==> src/rtl/pool_relu.sv <==
// 2x2 stride-2 max-pooling over a raster-ordered conv result stream.
// Define POOL_RELU_EN to clamp negative samples to zero before pooling.
module pool_relu #(
    parameter logic [7:0] OUT_SIZE = 8'd12
) (
    input  logic               clk,
    input  logic               rst_n,
    input  logic               res_sig,
    input  logic signed [15:0] result,
    input  logic               frame_clr,
    output logic signed [15:0] out_data,
    output logic               out_valid,
    output logic [15:0]        out_addr,
    output logic               done,
    output logic               busy
);

    localparam int HALF = int'(OUT_SIZE) / 2;
    localparam int IDX_W = (HALF > 1) ? $clog2(HALF) : 1;
    localparam logic [7:0] LAST_POS = OUT_SIZE - 8'd1;

    logic [7:0]         row;
    logic [7:0]         col;
    logic signed [15:0] held;
    logic signed [15:0] line_buf [HALF];
    logic signed [15:0] sample;
    logic signed [15:0] pair;
    logic signed [15:0] pooled;
    logic [IDX_W-1:0]   idx;

    assign idx  = IDX_W'(col >> 1);
    assign busy = (row != 8'd0) || (col != 8'd0);

    // Horizontal pair max, then vertical max against the pair stored on the even row.
    always_comb begin
`ifdef POOL_RELU_EN
        sample = result[15] ? 16'sd0 : result;
`else
        sample = result;
`endif
        pair   = (sample > held) ? sample : held;
        pooled = (pair > line_buf[idx]) ? pair : line_buf[idx];
    end

    always_ff @(posedge clk) begin
        if (!rst_n) begin
            row       <= 8'd0;
            col       <= 8'd0;
            out_addr  <= 16'd0;
            held      <= 16'sd0;
            out_data  <= 16'sd0;
            out_valid <= 1'b0;
            done      <= 1'b0;
        end else if (frame_clr) begin
            row       <= 8'd0;
            col       <= 8'd0;
            out_addr  <= 16'd0;
            out_valid <= 1'b0;
            done      <= 1'b0;
        end else begin
            out_valid <= 1'b0;
            done      <= 1'b0;
            // Outputs are at least two cycles apart, so the address can advance after each one.
            if (out_valid) begin
                out_addr <= done ? 16'd0 : out_addr + 16'd1;
            end
            if (res_sig) begin
                if (!col[0]) begin
                    held <= sample;
                end
                if (col == LAST_POS) begin
                    col <= 8'd0;
                    row <= (row == LAST_POS) ? 8'd0 : row + 8'd1;
                end else begin
                    col <= col + 8'd1;
                end
                if (col[0] && row[0]) begin
                    out_data  <= pooled;
                    out_valid <= 1'b1;
                    done      <= (row == LAST_POS) && (col == LAST_POS);
                end
            end
        end
    end

    // Line buffer carries no reset; every entry is written on an even row before it is read.
    always_ff @(posedge clk) begin
        if (rst_n && !frame_clr && res_sig && col[0] && !row[0]) begin
            line_buf[idx] <= pair;
        end
    end

endmodule

==> config.mk <==
export PLATFORM = sky130hd
export DESIGN_NAME = pool_relu
export DESIGN_NICKNAME = d
export VERILOG_FILES = /design/src/rtl/pool_relu.sv
export SDC_FILE = /design/constraint.sdc
export NUM_CORES = 1
export LEC_CHECK = 0
export ABC_AREA = 1
export CAP_MARGIN = 25
export CORE_ASPECT_RATIO = 1.1
export CORE_MARGIN = 2
export CORE_UTILIZATION = 50
export CTS_BUF_LIST = sky130_fd_sc_hd__clkbuf_16
export DETAILED_ROUTE_END_ITERATION = 6
export PLACE_DENSITY_LB_ADDON = 0.25
export SYNTH_ARGS = -nofsm -noshare
export SYNTH_HDL_FRONTEND = slang
export SYNTH_SLANG_ARGS = --single-unit
==> constraint.sdc <==
create_clock -name clk -period 10.8 [get_ports clk]
set_clock_uncertainty 0.05 [all_clocks]
set_input_delay 2.16 -clock clk [delete_from_list [all_inputs] [get_ports clk]]
set_output_delay 2.16 -clock clk [all_outputs]
set_load 0.02 [all_outputs]
Word level (Yosys, flattened, before mapping). Memories as Yosys holds them, arrays and structs flattened. A register that Yosys moved wholly into a read port is not among the register bits. Cells that the tools add are included. Widths: inputs -> output; s select.

Logic and storage cells: 47. Output and inout bits: 35. Memories kept: 1. RAM bits: 96. Register bits: 66.

Memory list: line_buf (depth 6, width 16, read ports 1, clocked after memory_dff 1, write ports 1, RTL line 25) `logic signed [15:0] line_buf [HALF];`.

Bitwise operators: 5. Muxes and demuxes: 10. Reductions and logical operators: 17. Add/subtract/negate cells: 3. Order comparisons: 2. Eq/ne operators: 2.

Operators with widths (number): $mux 16 (3); $gt 16x16->1 (2); $add 16x1->16 const B (1); $add 8x1->8 const B (2); $eq 8x4->1 const B (2); $mux 8 (2); $reduce_bool 8->1 (2); $logic_and 1x1->1 (6); $mux 3 (2); $reduce_and 3->1 (2); $not 1->1 (5); $reduce_or 4->1 (1); $mux 1 (3); $reduce_or 3->1 (1); $logic_not 1->1 (2); $reduce_and 2->1 (1); $reduce_or 2->1 (1); $logic_or 1x1->1 (1).

Depth between registers and ports, before layout. Gate-level depths: netlist of run 1.

Depth after elaboration: 7. Gate-level depth with buffers: 34. Mapped depth without buffers: 32.

Worst setup path after synthesis of run 1. OpenSTA, ideal clock, no wires.

Kind: input-to-reg. Start point: input port result[15]. End point: register out_data[0]. Slack: 5569 ps. Setup time: 132 ps. Stages: 21. Path buffers: 2. Arrival time: 5048 ps. Cell sequence: ha_1 a21oi_1 o21ai_1 a21oi_1 nand2_1 nand2_1 nand3_2 buf_4 nand2_1 nand2_1 ha_1 nand2_1 nor3_1 nand2_1 nand2_1 nand2_1 nand3_2 clkbuf_1 a21oi_1 nand2_1 a21oi_1.

Longest elaborated chain between the ends: 4.

Ends and longest elaborated chain: from (decl) (RTL line 9) `input logic signed [15:0] result,`; $gt 16x16->1 (RTL line 41) `pair = (sample > held) ? sample : held;`; $mux 16 (*) (RTL line 41); net pair[15] (RTL line 27) `logic signed [15:0] pair;`; $gt 16x16->1 (*) (RTL line 42) `pooled = (pair > line_buf[idx]) ? pair : line_buf[idx];`; $mux 16 (*) (RTL line 42); to (signal assigned) (RTL line 78) `out_data <= pooled;`; to (decl) (RTL line 11) `output logic signed [15:0] out_data,`.

Mark *: on every way through the listed nets, which the timed path passes. The rest lies on a longest branch. A chain may end at the register's enable or synchronous reset.

Final worst setup path of run 1.
Start point: input port result[13]. End point: register out_data[2].

Longest elaborated chain between the ends: 4.

Ends and longest elaborated chain (RTL line): $gt 16x16->1 (41); $mux 16 (41); net pair[15] (27); $gt 16x16->1 (42); $mux 16 (42).

The timed path passes the listed nets, and every way through them passes these cells.

==> results.json, run 1 <==
{
  "finalCritPeriodShare": 0.592,
  "syn_avg_cell_area_um2": 9.37,
  "synth_area_leaders": "edfxtp_1, dfxtp_1, nand2_1",
  "drt_iter0_markers": 374,
  "num_vias": 5901,
  "post-place-ws_ps": 4000,
  "synth_nets": 863,
  "fin_area_um2": 8940,
  "cp.arrival_ps": 6640,
  "totalWireLength_um": 17200,
  "antenna_found_initial": 0,
  "htreeDepth": 4,
  "core_area_um2": 14900,
  "ant_nets": 0,
  "vdd_drop_max_v": 0.000104,
  "grt_pass1_vias": 5802,
  "hold_viol_final": 0,
  "synth_cell_types": 38,
  "setup_violations": 0,
  "drive_above_1_share": 0.0759,
  "yosysSeqAreaShare": 0.564,
  "rsz0062_at_grt": "no",
  "worstHoldPathType": "reg2reg",
  "whs_ps": 419,
  "drt_first_pass_iters": 5,
  "place_congestion": 0.827,
  "ys.flop_type": "edfxtp_1",
  "grt_overflow": 0,
  "path_clk_slew_ps": 60,
  "yosysTopAreaCellShare": 0.382,
  "period_needed_ps": 6400,
  "highest_layer": "met4",
  "cts.sink_count": 165,
  "synth_compound_area_frac": 0.136,
  "clockBufferDepth": 2,
  "post-route-util": 0.599,
  "synth-xor-area-share": 0.00811,
  "maxCapViolCount": 0,
  "cts_resized": 0,
  "numPortBuffers": 54,
  "diodes": 0,
  "p_leak_nw": 3.24,
  "drv_slew": 0,
  "grt_pass1_wl_um": 28600,
  "synth-edff-count": 96,
  "placed_area_um2": 8290,
  "cts_tree": "built",
  "grt_usage": 0.225,
  "cp-end-kind": "register",
  "synth_fa_ha_area_frac": 0.0613,
  "yosys.area_share.simple": 0.182,
  "die-area_um2": 16100,
  "relSlewSlack": 0.348,
  "met3_length_um": 999,
  "io_pins": 55,
  "postCtsHoldBufs": 0,
  "required_ps": 11040,
  "synthCells": 806,
  "grt_max_degree": 49,
  "fp-row-count": 47,
  "crit_type": "in2reg",
  "synth_top_family_by_area": "simple AND/OR/NAND/NOR gates",
  "power_density_nw_per_um2": 163,
  "synth_warnings": 0,
  "clk_latency_ps": 420,
  "synth_seq_cells": 165,
  "dr_wl_met2_um": 8420,
  "cp_max_fo": 17,
  "drc": 0,
  "multi_input_area_um2": 2950,
  "via_per_inst": 5.54,
  "status": "finished, final reports clean",
  "die_y_um": 133,
  "worst_pin_slew_ps": 975,
  "async_flop_share": 0,
  "fmaxAchievable_mhz": 156,
  "postCtsSetupRepairBufs": 0,
  "fin_setup_tns_ps": 0,
  "synthMuxAreaShare": 0,
  "numCtsBuffers": 17,
  "finalWorstSetupSlack_ps": 4400,
  "netlist.top_cell.by_area": "edfxtp_1",
  "post_drt_wl_per_cell_um": 16.1,
  "wirelength_met1_um": 7600,
  "dp_hpwl_um": 11600,
  "fill_cells": 1244,
  "regArea_um2": 4260,
  "area_delta_synth_final_pct": 18.3,
  "initial_utilization": 0.506,
  "start_kind": "input port",
  "synth_area_um2": 7560,
  "die_x_um": 121,
  "cts_root_buf": "clkbuf_16",
  "finalNetCount": 914
}
-- worst max-delay path: stages --
cell	delay (ps)
clkdlybuf4s50_1	470
ha_1	340
a21oi_1	180
o21ai_1	90
a21oi_1	200
nand2_1	90
nand2_1	410
nand3_2	410
nand2_1	190
nand2_1	170
ha_1	390
nand2_1	90
nor3_1	300
nand2_1	130
nand3_1	100
nand3_2	290
inv_2	360
nand3_1	140
nand2_1	80
a21oi_1	60
-- worst paths after layout --
path	from	endpoint	slack (ps)	depth (start not counted)
setup reg to reg	held[15]	out_data[2]	6260	20
setup / recovery	result[13]	out_data[2]	4400	20
hold / removal	out_data[12]	out_data[12]	420	2
hold reg to reg	out_data[12]	out_data[12]	420	2
-- layout make-up --
cell class                      count  share of cell area
Multi-Input combinational cell    547               0.330
Inverter                           65              0.0273
Tap cell                          196              0.0274
Timing Repair Buffer               61              0.0686
Clock buffer                       20              0.0560
Sequential cell                   165               0.477
Clock inverter                     12              0.0136
-- kinds of logic (layout without fill, tap and decap cells) --
logic type               count (synthesis)  in the layout
adder cells (fa/ha/maj)                 37             37
AND/OR/NAND/NOR                        309            309
buffers and inverters                   94            158
flip-flops                             165            165
XOR/XNOR                                 7              7
AO/OA/AOI/OAI                          194            194
-- through the flow --
stage | std cells | power (mW)
global route | 1066 | 1.51
detailed placement | 1033 | 0.848
floorplan | 806 | 0.806
CTS | 1065 | 1.46
finish | 1066 | 1.46
global placement | 1033 | 0.840
-- cell usage in the layout (no fill, tap or decap), drive strengths merged --
cell type,netlist,final
a211oi,2,2
a21o,1,1
a21oi,95,95
a31oi,2,2
a32o,1,1
buf,4,7
bufinv,0,2
clkbuf,25,20
clkdlybuf4s50,0,54
clkinv,1,7
clkinvlp,0,2
dfxtp,69,69
edfxtp,96,96
ha,37,37
inv,64,66
nand2,157,157
nand3,27,27
nand4,24,24
nor2,71,71
nor3,21,21
nor3b,3,3
nor4,5,5
o21a,2,2
o21ai,74,74
o21bai,1,1
o221a,1,1
o22ai,15,15
or3,1,1
xnor2,1,1
xor2,6,6
-- synth_stat cells, drive strengths merged, types with 2 or more instances --
cell and instances:
a211oi 2, a21oi 95, a31oi 2, buf 4
clkbuf 25, dfxtp 69, edfxtp 96, ha 37
inv 64, nand2 157, nand3 27, nand4 24
nor2 71, nor3 21, nor3b 3, nor4 5
o21a 2, o21ai 74, o22ai 15, xor2 6
-- sequential cells by signal (all words and copies together), names as in the netlist, named ones only --
| signal | count |
|---|---|
| held | 16 |
| out_valid | 1 |
| out_data | 16 |
| out_addr | 16 |
| col | 8 |
| row | 8 |
| done | 1 |
| line_buf | 96 |
-- per-layer routing --
layer	track usage	up-vias
li1	-	2918
met1	0.301	2786
met2	0.362	180
met3	0.0509	17
met4	0.0766	0
met5	0	-
-- power by group --
group / leakage [nW] / internal, mW / switching [mW]
registers: 1.43 / 0.684 / 0.00287
logic: 1.50 / 0.0467 / 0.106
clock network: 0.306 / 0.380 / 0.239
(Power assumes the default switching activity.)
==> run 2: changes to the inputs <==
clock period = 6 ns   (was 10.8 ns; I/O delays follow)
==> run 2 against run 1 <==
- clock power increased by 68%
- setup slack got worse by 3600 ps
- final cell count increased by 0.28%
- via count increased by 1.0%
- highest routed layer unchanged
- critical path depth decreased by 1
==> results.json, run 2 (synthesis results as in run 1) <==
{
  "clockBufferDepth": 2,
  "post-place-cells": 1037,
  "finalNetCount": 917,
  "status": "finished, final reports clean",
  "num_vias": 5962,
  "relSlewSlack": 0.346,
  "drive_above_1_share": 0.0802,
  "grt_usage": 0.224,
  "rsz0062_at_grt": "no",
  "crit_type": "in2reg",
  "grt_pass1_vias": 5755,
  "totalWireLength_um": 17300,
  "clk_latency_ps": 430,
  "drv_slew": 0,
  "r2r_start": "held[15]",
  "switching_share": 0.249,
  "antenna_found_initial": 0,
  "cp.arrival_ps": 5490,
  "cts.sink_count": 165,
  "cp-startpoint": "result[15]",
  "cpMaxStageDelayCell": "clkdlybuf4s50_1",
  "ant_nets": 0,
  "power_density_nw_per_um2": 287,
  "path_buf_inv": 2,
  "io_pins": 55,
  "area_delta_synth_final_pct": 17.7,
  "vdd_drop_max_v": 0.000197,
  "place_congestion": 0.898,
  "p_seq_frac": 0.485,
  "p_int_mw": 1.92,
  "required_ps": 6250,
  "cts_resized": 0,
  "fmaxAchievable_mhz": 191,
  "die-area_um2": 16100,
  "period_needed_ps": 5230,
  "maxCapViolCount": 0,
  "regMostFlops": "line_buf",
  "largest_reg_flops": 96,
  "finalCritPeriodShare": 0.872,
  "cts_root_buf": "clkbuf_16",
  "cpPeakStageDelay_ps": 450,
  "drc": 0,
  "numCtsBuffers": 17,
  "path_clk_slew_ps": 60,
  "fp-row-count": 47,
  "finalWorstSetupSlack_ps": 765,
  "grt_max_degree": 48,
  "start_kind": "input port",
  "numPortBuffers": 54,
  "initial_utilization": 0.506,
  "core_area_um2": 14900,
  "post_drt_wl_per_cell_um": 16.1,
  "worst_pin_slew_ps": 978,
  "drt_iter0_markers": 446,
  "drt_first_pass_iters": 5,
  "hp-start": "out_data[11]",
  "grt_overflow": 0,
  "p_total_mw": 2.55,
  "postCtsHoldBufs": 0,
  "post-place-ws_ps": 465,
  "diodes": 0,
  "critPathMostFrequentCell": "nand2_1",
  "die_y_um": 133,
  "layout_commonest_cell": "nand2_1",
  "p_leak_nw": 3.23,
  "p_clk_frac": 0.407,
  "dp_hpwl_um": 11800,
  "hold_viol_final": 0,
  "via_per_inst": 5.58,
  "crit_path_cell_trace": "clkdlybuf4s50_1, ha_1, nand2_1, nor3_1, nand2_1, nand3_2, nand3_2, nand2_1, nand2_1, ha_1, nand4_1, nor3_1, nand2_1, nand3_1, nand3_2, inv_2, nand3_1, nand2_1, a21oi_1",
  "pwr-share-comb": 0.108,
  "postCtsSetupRepairBufs": 0,
  "worstHoldPathType": "reg2reg",
  "layout_common_cells": "nand2_1, edfxtp_1, a21oi_1, o21ai_0, dfxtp_1",
  "fin_setup_tns_ps": 0,
  "switchingPower_mw": 0.635,
  "setup_violations": 0,
  "die_x_um": 121,
  "cp_max_fo": 17,
  "cpLargestDelayFamily": "simple AND/OR/NAND/NOR gates",
  "grt_pass1_wl_um": 28400,
  "htreeDepth": 4,
  "cp-end-kind": "register",
  "cts_tree": "built",
  "layout.cells.non_filler": 1069
}
[run 2: cell types whose count changed in the layout (fill, tap and decap cells not counted), sizes merged]
cell	delta
clkinv	-2
inv	+5
buf	+3
bufinv	-2
clkinvlp	-1
[run 2: through the flow]
| step | hold slack [ps] | util | instance area, um2 |
|---|---|---|---|
| 5_1_grt | 445 | 0.595 | 8890 |
| 6_report | 419 | 0.595 | 8890 |
| 3_5_place_dp | 413 | 0.557 | 8320 |
| 3_3_place_gp | 410 | 0.557 | 8320 |
| 2_1_floorplan | 397 | - | 7560 |
| 4_1_cts | 422 | 0.595 | 8890 |
[run 2: metal layers]
metal  routed length, um  vias up  GRT usage  share of wire
met5                   0        -          0              0
met4                 240        0     0.0651          0.014
met3                1020       27     0.0457          0.059
met2                8330      212      0.368           0.48
met1                7660     2801      0.301           0.44
li1                    -     2922          -              -
[run 2: power by group through the flow]
| stage | clock network (mW) | logic (mW) | registers [mW] |
|---|---|---|---|
| floorplan | 0 | 0.193 | 1.26 |
| global placement | 0 | 0.257 | 1.26 |
| finish | 1.04 | 0.276 | 1.24 |
| detailed placement | 0 | 0.270 | 1.26 |
| global route | 1.10 | 0.310 | 1.24 |
| CTS | 1.05 | 0.271 | 1.24 |
[run 2: worst paths after layout]
path              cells after the start  slack [ps]      endpoint
hold reg to reg                       2         420  out_data[11]
setup reg to reg                     19        1590  out_data[11]
hold / removal                        2         420  out_data[11]
setup / recovery                     19         770  out_data[11]
[run 2: layout make-up]
cell class / instances / area (um2)
Clock buffer: 20 / 500
Clock inverter: 12 / 70.1
Fill cell: 1288 / 6040
Inverter: 65 / 244
Multi-Input combinational cell: 547 / 2950
Sequential cell: 165 / 4260
Tap cell: 196 / 245
Timing Repair Buffer: 64 / 616
[run 2: worst reg2reg max path: stages (launching register included)]
cell and delay [ps]:
dfxtp_1 360, inv_1 70, ha_1 350, nand2_1 120
nor3_1 260, nand2_1 130, nand3_2 270, nand3_2 350
nand2_1 200, nand2_1 220, ha_1 390, nand4_1 120
nor3_1 270, nand2_1 120, nand3_1 110, nand3_2 300
inv_2 360, nand3_1 120, nand2_1 80, a21oi_1 60
